**src/rtl/usb_rx_pkt_ctrl.sv**
```systemverilog
// Packet-level sequencer behind usb_rx (low-speed): validates PID, checks CRC16 on
// DATA0/DATA1, tracks the data toggle, writes packet bytes and holds a status report.
module usb_rx_pkt_ctrl #(
    parameter int MAX_LEN = 8,
    parameter int ADDR_W  = 4
) (
    input  logic              clk,
    input  logic              reset,
    input  logic              active,
    input  logic              valid,
    input  logic [7:0]        data,
    input  logic              error,
    input  logic              toggle_clr,
    output logic              wr_en,
    output logic [ADDR_W-1:0] wr_addr,
    output logic [7:0]        wr_data,
    output logic              pkt_done,
    input  logic              pkt_ack,
    output logic [3:0]        pkt_pid,
    output logic [ADDR_W-1:0] pkt_len,
    output logic [4:0]        pkt_status,
    output logic              toggle,
    output logic              overrun
);
    typedef enum logic [2:0] {IDLE, PID, DATA, SKIP, REPORT} state_t;

    localparam logic [ADDR_W-1:0] FULL         = ADDR_W'(MAX_LEN + 2);
    localparam logic [ADDR_W-1:0] ONE          = ADDR_W'(1);
    localparam logic [ADDR_W-1:0] TWO          = ADDR_W'(2);
    localparam logic [15:0]       CRC_RESIDUAL = 16'hB001;

    // Reflected CRC16 (0x8005 -> 0xA001), bytes consumed LSB first as on the wire.
    function automatic logic [15:0] crcByte(input logic [15:0] crcIn, input logic [7:0] b);
        logic [15:0] c;
        c = crcIn;
        for (int i = 0; i < 8; i++) begin
            if (c[0] ^ b[i]) c = (c >> 1) ^ 16'hA001;
            else             c = c >> 1;
        end
        return c;
    endfunction

    state_t            state_q, state_d;
    logic              dropPkt_q, dropPkt_d;
    logic              activePrev_q;
    logic [ADDR_W-1:0] byteCount_q, byteCount_d;
    logic [15:0]       crc_q, crc_d;
    logic [3:0]        pidReg_q, pidReg_d;
    logic              isData_q, isData_d;
    logic              rxErr_q, rxErr_d;
    logic              pidErr_q, pidErr_d;
    logic              lenErr_q, lenErr_d;
    logic              wrEn_q, wrEn_d;
    logic [ADDR_W-1:0] wrAddr_q, wrAddr_d;
    logic [7:0]        wrData_q, wrData_d;
    logic              done_q, done_d;
    logic [3:0]        rptPid_q, rptPid_d;
    logic [ADDR_W-1:0] rptLen_q, rptLen_d;
    logic [4:0]        rptStatus_q, rptStatus_d;
    logic              toggle_q, toggle_d;
    logic              overrun_q, overrun_d;

    logic activeRise, ackTaken, startPkt, enterReport;
    logic shortPkt, crcErr, lenErrAll, cleanData;

    always_comb begin
        state_d     = state_q;
        dropPkt_d   = dropPkt_q;
        byteCount_d = byteCount_q;
        crc_d       = crc_q;
        pidReg_d    = pidReg_q;
        isData_d    = isData_q;
        rxErr_d     = rxErr_q;
        pidErr_d    = pidErr_q;
        lenErr_d    = lenErr_q;
        wrEn_d      = 1'b0;
        wrAddr_d    = wrAddr_q;
        wrData_d    = wrData_q;
        done_d      = done_q;
        rptPid_d    = rptPid_q;
        rptLen_d    = rptLen_q;
        rptStatus_d = rptStatus_q;
        toggle_d    = toggle_q;
        overrun_d   = overrun_q;
        startPkt    = 1'b0;
        enterReport = 1'b0;
        activeRise  = active & ~activePrev_q;
        ackTaken    = pkt_ack & done_q;

        if (ackTaken) begin
            done_d    = 1'b0;
            overrun_d = 1'b0;
        end

        unique case (state_q)
            IDLE, REPORT: begin
                if (state_q == REPORT && ackTaken && !activeRise) begin
                    state_d = IDLE;
                end else if (activeRise) begin
                    // A packet starting while a report is still unacknowledged is dropped.
                    if (done_q && !ackTaken) begin
                        state_d   = SKIP;
                        dropPkt_d = 1'b1;
                        overrun_d = 1'b1;
                    end else begin
                        state_d  = PID;
                        startPkt = 1'b1;
                    end
                end
            end
            PID: begin
                if (error) begin
                    rxErr_d   = 1'b1;
                    state_d   = SKIP;
                    dropPkt_d = 1'b0;
                end else if (valid) begin
                    pidReg_d = data[3:0];
                    pidErr_d = (data[7:4] != ~data[3:0]);
                    isData_d = (data[3:0] == 4'b0011) || (data[3:0] == 4'b1011);
                    state_d  = DATA;
                    if (!active) enterReport = 1'b1;
                end else if (!active) begin
                    pidErr_d    = 1'b1;
                    enterReport = 1'b1;
                end
            end
            DATA: begin
                if (error) begin
                    rxErr_d   = 1'b1;
                    state_d   = SKIP;
                    dropPkt_d = 1'b0;
                end else begin
                    if (valid) begin
                        crc_d = crcByte(crc_q, data);
                        if (byteCount_q == FULL) begin
                            lenErr_d = 1'b1;
                        end else begin
                            wrEn_d      = 1'b1;
                            wrAddr_d    = byteCount_q;
                            wrData_d    = data;
                            byteCount_d = byteCount_q + ONE;
                        end
                    end
                    if (!active) enterReport = 1'b1;
                end
            end
            SKIP: begin
                if (!active) begin
                    if (dropPkt_q) state_d = done_d ? REPORT : IDLE;
                    else           enterReport = 1'b1;
                end
            end
            default: state_d = IDLE;
        endcase

        if (startPkt) begin
            byteCount_d = '0;
            crc_d       = 16'hFFFF;
            pidReg_d    = '0;
            isData_d    = 1'b0;
            rxErr_d     = 1'b0;
            pidErr_d    = 1'b0;
            lenErr_d    = 1'b0;
        end

        // Truncated packets (rx_err) report only the receive error, not CRC/length.
        shortPkt  = byteCount_d < TWO;
        crcErr    = isData_d && !rxErr_d && !shortPkt && (crc_d != CRC_RESIDUAL);
        lenErrAll = lenErr_d || (isData_d && !rxErr_d && shortPkt);
        cleanData = isData_d && !rxErr_d && !pidErr_d && !crcErr && !lenErrAll;

        if (enterReport) begin
            state_d     = REPORT;
            done_d      = 1'b1;
            rptPid_d    = pidReg_d;
            rptLen_d    = isData_d ? (shortPkt ? '0 : byteCount_d - TWO) : byteCount_d;
            rptStatus_d = {lenErrAll, cleanData && (pidReg_d[3] != toggle_q), crcErr,
                           pidErr_d, rxErr_d};
            if (cleanData && (pidReg_d[3] == toggle_q)) toggle_d = ~toggle_q;
        end

        if (toggle_clr) toggle_d = 1'b0;
    end

    // A reset during a packet skips the rest of it without producing a report.
    always_ff @(posedge clk) begin
        activePrev_q <= active;
        if (reset) begin
            state_q     <= active ? SKIP : IDLE;
            dropPkt_q   <= 1'b1;
            byteCount_q <= '0;
            crc_q       <= 16'hFFFF;
            pidReg_q    <= '0;
            isData_q    <= 1'b0;
            rxErr_q     <= 1'b0;
            pidErr_q    <= 1'b0;
            lenErr_q    <= 1'b0;
            wrEn_q      <= 1'b0;
            wrAddr_q    <= '0;
            wrData_q    <= '0;
            done_q      <= 1'b0;
            rptPid_q    <= '0;
            rptLen_q    <= '0;
            rptStatus_q <= '0;
            toggle_q    <= 1'b0;
            overrun_q   <= 1'b0;
        end else begin
            state_q     <= state_d;
            dropPkt_q   <= dropPkt_d;
            byteCount_q <= byteCount_d;
            crc_q       <= crc_d;
            pidReg_q    <= pidReg_d;
            isData_q    <= isData_d;
            rxErr_q     <= rxErr_d;
            pidErr_q    <= pidErr_d;
            lenErr_q    <= lenErr_d;
            wrEn_q      <= wrEn_d;
            wrAddr_q    <= wrAddr_d;
            wrData_q    <= wrData_d;
            done_q      <= done_d;
            rptPid_q    <= rptPid_d;
            rptLen_q    <= rptLen_d;
            rptStatus_q <= rptStatus_d;
            toggle_q    <= toggle_d;
            overrun_q   <= overrun_d;
        end
    end

    assign wr_en      = wrEn_q;
    assign wr_addr    = wrAddr_q;
    assign wr_data    = wrData_q;
    assign pkt_done   = done_q;
    assign pkt_pid    = rptPid_q;
    assign pkt_len    = rptLen_q;
    assign pkt_status = rptStatus_q;
    assign toggle     = toggle_q;
    assign overrun    = overrun_q;

endmodule

```
**config.mk**
```make
export PLATFORM = sky130hd
export DESIGN_NAME = usb_rx_pkt_ctrl
export DESIGN_NICKNAME = d
export VERILOG_FILES = /design/src/rtl/usb_rx_pkt_ctrl.sv
export SDC_FILE = /design/constraint.sdc
export NUM_CORES = 1
export LEC_CHECK = 0
export BUFFER_PORTS_ARGS = -buffer_cell sky130_fd_sc_hd__buf_4
export CORE_MARGIN = 10
export CORE_UTILIZATION = 36
export CTS_BUF_LIST = sky130_fd_sc_hd__clkbuf_4 sky130_fd_sc_hd__clkbuf_8
export DETAILED_ROUTE_END_ITERATION = 8
export PLACE_DENSITY = 0.56
export SLEW_MARGIN = 25
export SYNTH_ARGS = -nofsm -noshare
export SYNTH_HDL_FRONTEND = slang
export SYNTH_SLANG_ARGS = --single-unit
```
**constraint.sdc**
```tcl
create_clock -name clk -period 3.6 [get_ports clk]
set_input_delay 0.72 -clock clk [delete_from_list [all_inputs] [get_ports clk]]
set_output_delay 0.72 -clock clk [all_outputs]
set_load 0.01 [all_outputs]
```
Word level (Yosys, flattened, before mapping)
Index checks and enable logic that the tools add are counted.
- bitwise operators: 25
- reduce and logical (&&, ||, !) cells: 31
- equal/unequal tests: 20
- mux-type cells: 96
- add/sub/neg operators: 2
- $lt $le $gt $ge: 1
- operator list (cell ; number):
    16-bit 2-to-1 mux ; 33
    4-bit 2-to-1 mux ; 11
    1-bit 2-to-1 mux ; 37
    3-bit 2-to-1 mux ; 10
    2-bit NOT with 3-bit output ; 8
    16-bit != test, second input constant ; 1
    1-bit logical AND ; 12
    4-bit != test, second input constant ; 3
    3-bit one-hot mux with 4 select lines ; 1
    5-bit != test, second input constant ; 2
    5-bit AND reduction ; 2
    4-bit equality test, second input constant ; 2
    1-bit bitwise XOR ; 8
    1-bit zero test ; 7
    3-bit by 2-bit equality test with 1-bit output, second input constant ; 2
    2-bit != test, second input constant ; 3
    1-bit NOT ; 6
    2-bit OR reduction ; 3
    4-bit by 1-bit adder with 4-bit output, second input constant ; 1
    4-bit by 2-bit equality test with 1-bit output, second input constant ; 1
    4-bit by 2-bit less-than comparator with 1-bit output, second input constant ; 1
    2-bit 2-to-1 mux ; 2
    4-bit != test ; 1
    4-bit NOT ; 1
    14 further kinds ; 17
- register bits: 62
- input bits: 15

Longest topological paths before layout
Gate-level depths: netlist (run 1).
- word-level depth: 48
- gate-level depth with buffers: 12
- depth with buffers taken out: 12

Least setup slack after synthesis (run 1)
OpenSTA, ideal clock, no wires.
- path type: input to register
- from: in error
- to: reg toggle_q (netlist: toggle)
- arrival: 2.877 ns
- data required time: 3.471 ns
- setup time: 0.129 ns
- stages: 9
- setup slack: 0.594 ns
- path buffers: 1
- cell sequence: nor4b_4 and2_1 buf_6 nand4_2 a2111o_1 or4_4 nor4_4 mux2i_1 nor3_2
- cells in the longest elaborated chain, start to end: 12
- elaborated cells on any way between the ends: 41
- those cells by class: order compare: 1; eq/ne: 2; mux: 23; reduce/logical: 15
- ends and longest elaborated chain (item ; RTL line ; source):
    start, declared ; 12 ; input logic error,
    4-bit 2-to-1 mux / 1-bit 2-to-1 mux (equally long branches) ; 128, 112 ;
    4-bit 2-to-1 mux / 1-bit 2-to-1 mux (equally long branches) ; n/a ;
    4-bit 2-to-1 mux / 1-bit 2-to-1 mux (equally long branches) ; 156 ; if (startPkt) begin
    4-bit by 2-bit less-than comparator with 1-bit output / 1-bit zero test (equally long branches) ; n/a ;
    1-bit zero test / 1-bit logical AND (equally long branches) ; 168, 169, 170 ;
    1-bit logical AND (2 in series) ; 168 ; crcErr = isData_d && !rxErr_d && !shortPkt && (crc_d != CRC_RESIDUAL);
    1-bit zero test ; 170 ; cleanData = isData_d && !rxErr_d && !pidErr_d && !crcErr && !lenErrAll;
    1-bit logical AND (2 in series) ; 170 ;
    1-bit logical AND ; 179 ; if (cleanData && (pidReg_d[3] == toggle_q)) toggle_d = ~toggle_q;
    2-bit AND reduction (no source line) * ; n/a ;
    end signal, assigned ; 224 ; toggle_q <= toggle_d;
    end, declared ; 60 ; logic toggle_q, toggle_d;
Every way passes the cells marked *; elsewhere a longest branch is shown, timed or not.
A chain may end at the register's enable or synchronous reset.

Final worst setup path (run 1)
- from: reg state_q[2]
- to: reg toggle_q (netlist: toggle)
- cells in the longest elaborated chain, start to end: 15
- elaborated cells on any way between the ends: 44
- those cells by class: order compare: 1; eq/ne: 6; mux: 17; reduce/logical: 20
- ends and longest elaborated chain (item ; RTL line ; source):
    start, declared ; 43 ; state_t state_q, state_d;
    start signal, assigned ; 189 ; state_q <= active ? SKIP : IDLE;
    start signal, assigned ; 208 ; state_q <= state_d;
    3-bit equality test ; 95, 97 ;
    1-bit logical AND (2 in series) ; 97 ; if (state_q == REPORT && ackTaken && !activeRise) begin
    1-bit 2-to-1 mux ; 97 ;
    1-bit 2-to-1 mux ; 95 ; unique case (state_q)
    4-bit 2-to-1 mux / 1-bit 2-to-1 mux (equally long branches) ; 156 ;
    4-bit by 2-bit less-than comparator with 1-bit output / 1-bit zero test (equally long branches) ; n/a ;
    1-bit zero test / 1-bit logical AND (equally long branches) ; 168, 169, 170 ;
    1-bit logical AND (2 in series) ; 168 ;
    1-bit zero test ; 170 ;
    1-bit logical AND (2 in series) ; 170 ;
    1-bit logical AND ; 179 ;
    2-bit AND reduction (no source line) * ; n/a ;
Marks and branches as above.

==> results of run 1 <==
[critical path: cells and delay by family, from the launching register on]
family	cells	cell delay, ns
and+or+nand+nor	6	1.60
DFF	1	0.55
AOI/OAI and AO/OA	1	0.42
muxes	1	0.26
[how the worst min path moves through the flow]
stage / start / to / slack [ns]
2_1_floorplan: lenErr_q$_SDFF_PP0_ / lenErr_q$_SDFF_PP0_ / 0.42
3_3_place_gp: lenErr_q$_SDFF_PP0_ / lenErr_q$_SDFF_PP0_ / 0.43
3_5_place_dp: wr_data[3]$_SDFFE_PP0P_ / wr_data[3]$_SDFFE_PP0P_ / 0.45
4_1_cts: wr_data[3]$_SDFFE_PP0P_ / wr_data[3]$_SDFFE_PP0P_ / 0.46
5_1_grt: wr_data[3]$_SDFFE_PP0P_ / wr_data[3]$_SDFFE_PP0P_ / 0.48
6_report: wr_data[3]$_SDFFE_PP0P_ / wr_data[3]$_SDFFE_PP0P_ / 0.45
[per-stage QoR]
stage / total power, uW / worst slack (ns) / utilization, %
after floorplan: 1370 / 0.594 / -
after global placement: 1560 / 0.380 / 41.7
after detailed placement: 1560 / 0.341 / 41.7
after CTS: 2400 / 0.636 / 45.0
after global routing: 2500 / 0.422 / 45.0
final: 2380 / 0.640 / 45.0
[cell families after synthesis]
family	after synthesis	synth area share, %
simple gates	153	25.7
buf+inv	19	2.92
xor+xnor	29	9.89
fa+ha+maj	3	1.25
mux	10	3.84
flops	62	42.4
compound gates	64	14.0
[layout by cell type (no fill, tap or decap), types with 3 or more instances in the layout]
master and n:
edfxtp_1 3, o211ai_1 6, nand2_1 57, nor2_1 40, bufinv_16 4, a21oi_1 23, and2_1 5, a31oi_1 4
ha_1 3, a211oi_1 3, mux2i_1 7, nand3b_1 3, clkbuf_8 10, nand2b_1 6, nand3_1 6, xor2_1 5
buf_4 48, a22o_1 3, o22ai_1 4, xnor2_1 21, dfxtp_1 59, o21ai_0 6, o22a_1 5, nor3_1 5
or2_2 4, nor2b_1 4
[power by group]
group          switching [uW]  internal [uW]
Sequential               93.4            791
Combinational             363            299
Clock                     287            548
Total                     743           1640
[area by class of cell]
cell class	instances	area [sq um]	share of cell area, %
tap	105	131	3.57
multi-input combinational	259	1640	44.6
inverter	1	3.75	0.102
sequential	62	1270	34.5
clock buffer	10	138	3.74
timing repair buffer	48	360	9.79
clock inverter	6	133	3.60
[flip-flops by register name, indices dropped and copies added, names as in the netlist, 3 cells and up]
register	cells
pidReg_q	4
pkt_len	4
wr_data	8
pkt_status	5
byteCount_q	4
wr_addr	4
state_q	3
crc_q	16
pkt_pid	4
[per-layer routing]
| layer | share of wire (%) | routed length (um) | up-vias | global-route usage (%) |
|---|---|---|---|---|
| li1 | - | - | 1270 | - |
| met1 | 48 | 3750 | 1178 | 16.5 |
| met2 | 44 | 3440 | 65 | 18.9 |
| met3 | 6.5 | 503 | 9 | 4.22 |
| met4 | 0.97 | 75 | 0 | 3.26 |
| met5 | 0 | 0 | - | 0 |
==> run metrics, run 1 <==
Core ar.=8180 sq um; Hold Path Class=register to register; routability congestion estimate=0.829; largest net degree at the start of global routing=35; CP endpoint kind=register; Synthesized Nets=358; crit-path max cell delay=0.56 ns; drt drc=0; Slew HR=51.4%; Starting Density=36.7%; WHS Path Cells=2; fillers=825; P_leak=0.00150 uW; clock buffer depth=2; Sink Count=62; crit path DAT=3.18 ns; Warnings, synthesis=0; vias per cell=5.14; kind of critical path=register to register; Row Count=33; # IOs=44; CTS resizes=0; worst-skew pair later-pin latency=0.34 ns; postcts setup bufs=0; Layout Nets=399; f_max=338 MHz; via count=2,522; Layout Cells excl Fill=491; Syn Std Cell Area=3000 sq um; initial antenna violation count=0; slowest CP cell=or4_4; largest cells by area after synthesis=dfxtp_1, nand2_1, xnor2_1, nor2_1, a21oi_1; FFs w/ async S/R, synth=0%; Final Cell Area=3680 sq um; global-route wire length before repair=12,900 um; hold-fix buffer count after cts=0; drt pass-1 iters=4; Avg Inst Size Synth=8.82 sq um; DP Cell Count=475; ANT cells=0; port bufs=43; status=complete, no violations; top_reg_cell synth=dfxtp_1; CP Launch Type=register; Layout area overhead=22.7%; R2R setup slack=0.64 ns; Worst Setup EP=toggle$_SDFFE_PP0P_; Clk pin slew, worst setup/hold paths=0.07 ns; pwr dens=647 nW/um^2; post-layout min period=2.96 ns; Distinct cells, synth=56; DIE AREA=12,400 sq um; top post-synthesis cells by count=dfxtp_1, nand2_1, nor2_1, a21oi_1, xnor2_1; TritonCTS Buffers=9; Tightest Pin Transition=0.727 ns; skew final=0.00609 ns; Cell Area, Placed=3410 sq um; Setup TNS Final=0 ns; gr usage total=12.5%; WP data required=3.82 ns; CP Launch Point=state_q[2]$_SDFFCE_PP0P_; Fin Hold WS=0.454 ns; r2r startpoint=state_q[2]$_SDFFCE_PP0P_; area leader, netlist=dfxtp_1; fraction of layout cells with a size suffix above 1=20.5%; H-Tree Depth=3; DR WL/cell=15.8 um; CTS tree=built; DRT antenna net count=0; reg2reg path depth=8; RSZ-0062 raised after global routing=no; VDD IR max=339 uV; Critical Path, Cell by Cell=nor4b_4, and2_1, nand4_2, a2111o_1, or4_4, nor4_4, mux2i_1, nor3_2; dpl hpwl=5600 um; max-slew violations=0; vias in the first global route=2,548; R2R Path End=toggle$_SDFFE_PP0P_; final-report setup violation count=0; Max Cap Viol=0; register bit count reported by yosys=62; Overflow after GRT=0; count leader, synth=dfxtp_1; Post-synth EDFFs=3; Synth Instances=340; die height=111 um; Hold Vio Cnt, Final=0; clock root buffer=clkbuf_8; Max Fanout on Critical Path=9; Initial DRC Count=94; final WL=7770 um; Die Wd=111 um; Yosys top cell area share=39.4%; Final Cycle Share=82.2%; register area share after synthesis=42.4%
No activity file was read; power rests on OpenSTA's default activity.
==> run 2: changes to the inputs <==
==> constraint.sdc (replaced) <==
create_clock -name clk -period 3 [get_ports clk]
set_input_delay 0.6 -clock clk [delete_from_list [all_inputs] [get_ports clk]]
set_output_delay 0.6 -clock clk [all_outputs]
set_load 0.01 [all_outputs]
==> run metrics, run 2 (synthesis gave the netlist of run 1 again) <==
Finished Core Util=46.4% (+1.4 points); Layout area overhead=26.4%; max reg flops=16 (unchanged); largest net degree at the start of global routing=35 (unchanged); port bufs=43 (unchanged); VDD IR max=390 uV (+15%); clock root buffer=clkbuf_8; Max Fanout on Critical Path=7 (-2); DIE AREA=12,400 sq um (unchanged); via count=2,613 (+3.6%); final-report setup violation count=0 (unchanged); TritonCTS Buffers=9 (unchanged); initial antenna violation count=0 (unchanged); Final Cycle Share=92.5% (+10 points); status=complete, no violations; Starting Density=36.7% (unchanged); Layout Nets=422 (+5.8%); area of the multi-input gates=1640 sq um (-0.15%); Buf+Inv Stages, Crit Path=1 (+1); skew final=0.0106 ns (+0.00452 ns); Die Wd=111 um (unchanged); slowest CP cell=edfxtp_1; DP Cell Count=498 (+4.8%); sequential cell area=1270 sq um (unchanged); Hold Vio Cnt, Final=0 (unchanged); Row Count=33 (unchanged); post-layout min period=2.77 ns (-0.186 ns); P_leak=0.00159 uW (+5.8%); Slew HR=58.5% (+7.1 points); global-route wire length before repair=13,400 um (+4.1%); most frequent CP cell=nor2_1; kind of critical path=register to register; Max Cap Viol=0 (unchanged); DR WL/cell=15.5 um (-2.3%); worst-skew pair later-pin latency=0.34 ns (about the same); fraction of layout cells with a size suffix above 1=24.7% (+4.2 points); Layout Cells excl Fill=514 (+4.7%); gr usage total=13.0% (+0.51 points); final WL=7940 um (+2.3%); Power Total=2690 uW (+13%); Hold Path Class=input port to register; Reg with most FFs=crc_q; die height=111 um (unchanged); Top delay family on crit path=simple AND/OR/NAND/NOR gates; Critical Path, Cell by Cell=or2_2, nor3_1, buf_4, nor2_1, nor2_1, nand4b_1, nor4_4, mux2i_1, nor3_2; crit path DAT=3.00 ns (-0.18 ns); Sink Count=62 (unchanged); CP endpoint kind=register; Tightest Pin Transition=0.618 ns (-0.109 ns); Core ar.=8180 sq um (unchanged); vias per cell=5.08 (-1.0%); H-Tree Depth=3 (unchanged); vias in the first global route=2,704 (+6.1%); Overflow after GRT=0 (unchanged); f_max=360 MHz (+6.7%); reg2reg path depth=9 (+1); # IOs=44 (unchanged); crit-path max cell delay=0.52 ns (-0.04 ns); fillers=839 (+1.7%); hold-fix buffer count after cts=0 (unchanged); CTS resizes=0 (unchanged); commonest non-fill, non-tap cell in the layout=buf_4; Initial DRC Count=89 (-5.3%); dpl hpwl=5940 um (+6.0%); pwr dens=710 nW/um^2 (+9.8%); WHS Path Cells=2 (unchanged); WP data required=3.22 ns (-0.60 ns); max-slew violations=0 (unchanged); routability congestion estimate=0.812 (-2.0%); drt drc=0 (unchanged); Clk pin slew, worst setup/hold paths=0.07 ns (about the same); drt pass-1 iters=4 (unchanged); ANT cells=0 (unchanged); Fin Hold WS=0.415 ns (-0.0387 ns); RSZ-0062 raised after global routing=no; postcts setup bufs=0 (unchanged); clock buffer depth=2 (unchanged); DRT antenna net count=0 (unchanged); CTS tree=built; Crit path depth=9 (+1); most frequent cells in the layout=buf_4, dfxtp_1, nand2_1; CP Launch Type=register
## run 2: changes by cell type in the layout (fill, tap and decap cells not counted), sizes merged
cell    change
clkbuf      +1
buf        +23
clkinv      +2
bufinv      -3
## run 2: area by class of cell
type / instances / share of cell area [%]
timing repair buffer: 71 / 14.4
inverter: 1 / 0.0990
sequential: 62 / 33.5
multi-input combinational: 259 / 43.3
clock buffer: 11 / 3.66
tap: 105 / 3.47
clock inverter: 5 / 1.58
## run 2: routing by layer
metal | GRT usage, % | part of all wire [%] | vias up | routed length (um)
met4 | 4.20 | 1.2 | 0 | 92
met5 | 0 | 0 | - | 0
li1 | - | - | 1317 | -
met3 | 4.60 | 7.3 | 9 | 580
met2 | 20.8 | 46 | 75 | 3690
met1 | 15.8 | 45 | 1212 | 3580
## run 2: stage by stage
step | TNS [ns] | cell area [sq um] | worst slack (ns)
floorplan | 0 | 3000 | 0.114
global placement | -0.0143 | 3590 | -0.0143
detailed placement | -0.111 | 3590 | -0.0634
CTS | 0 | 3790 | 0.202
global route | 0 | 3790 | 0.0452
finish | 0 | 3790 | 0.226
## run 2: path summary, 6_finish.rpt
path,from,to,slack (ns)
setup / recovery,state_q[0]$_DFFE_PP_,toggle$_SDFFE_PP0P_,0.23
hold / removal,toggle_clr,toggle$_SDFFE_PP0P_,0.42
setup reg to reg,state_q[0]$_DFFE_PP_,toggle$_SDFFE_PP0P_,0.23
hold reg to reg,wr_data[4]$_SDFFE_PP0P_,wr_data[4]$_SDFFE_PP0P_,0.46
## run 2: power breakdown
group / internal (uW) / switching (uW)
clock network: 404 / 337
logic: 440 / 472
registers: 949 / 91.3
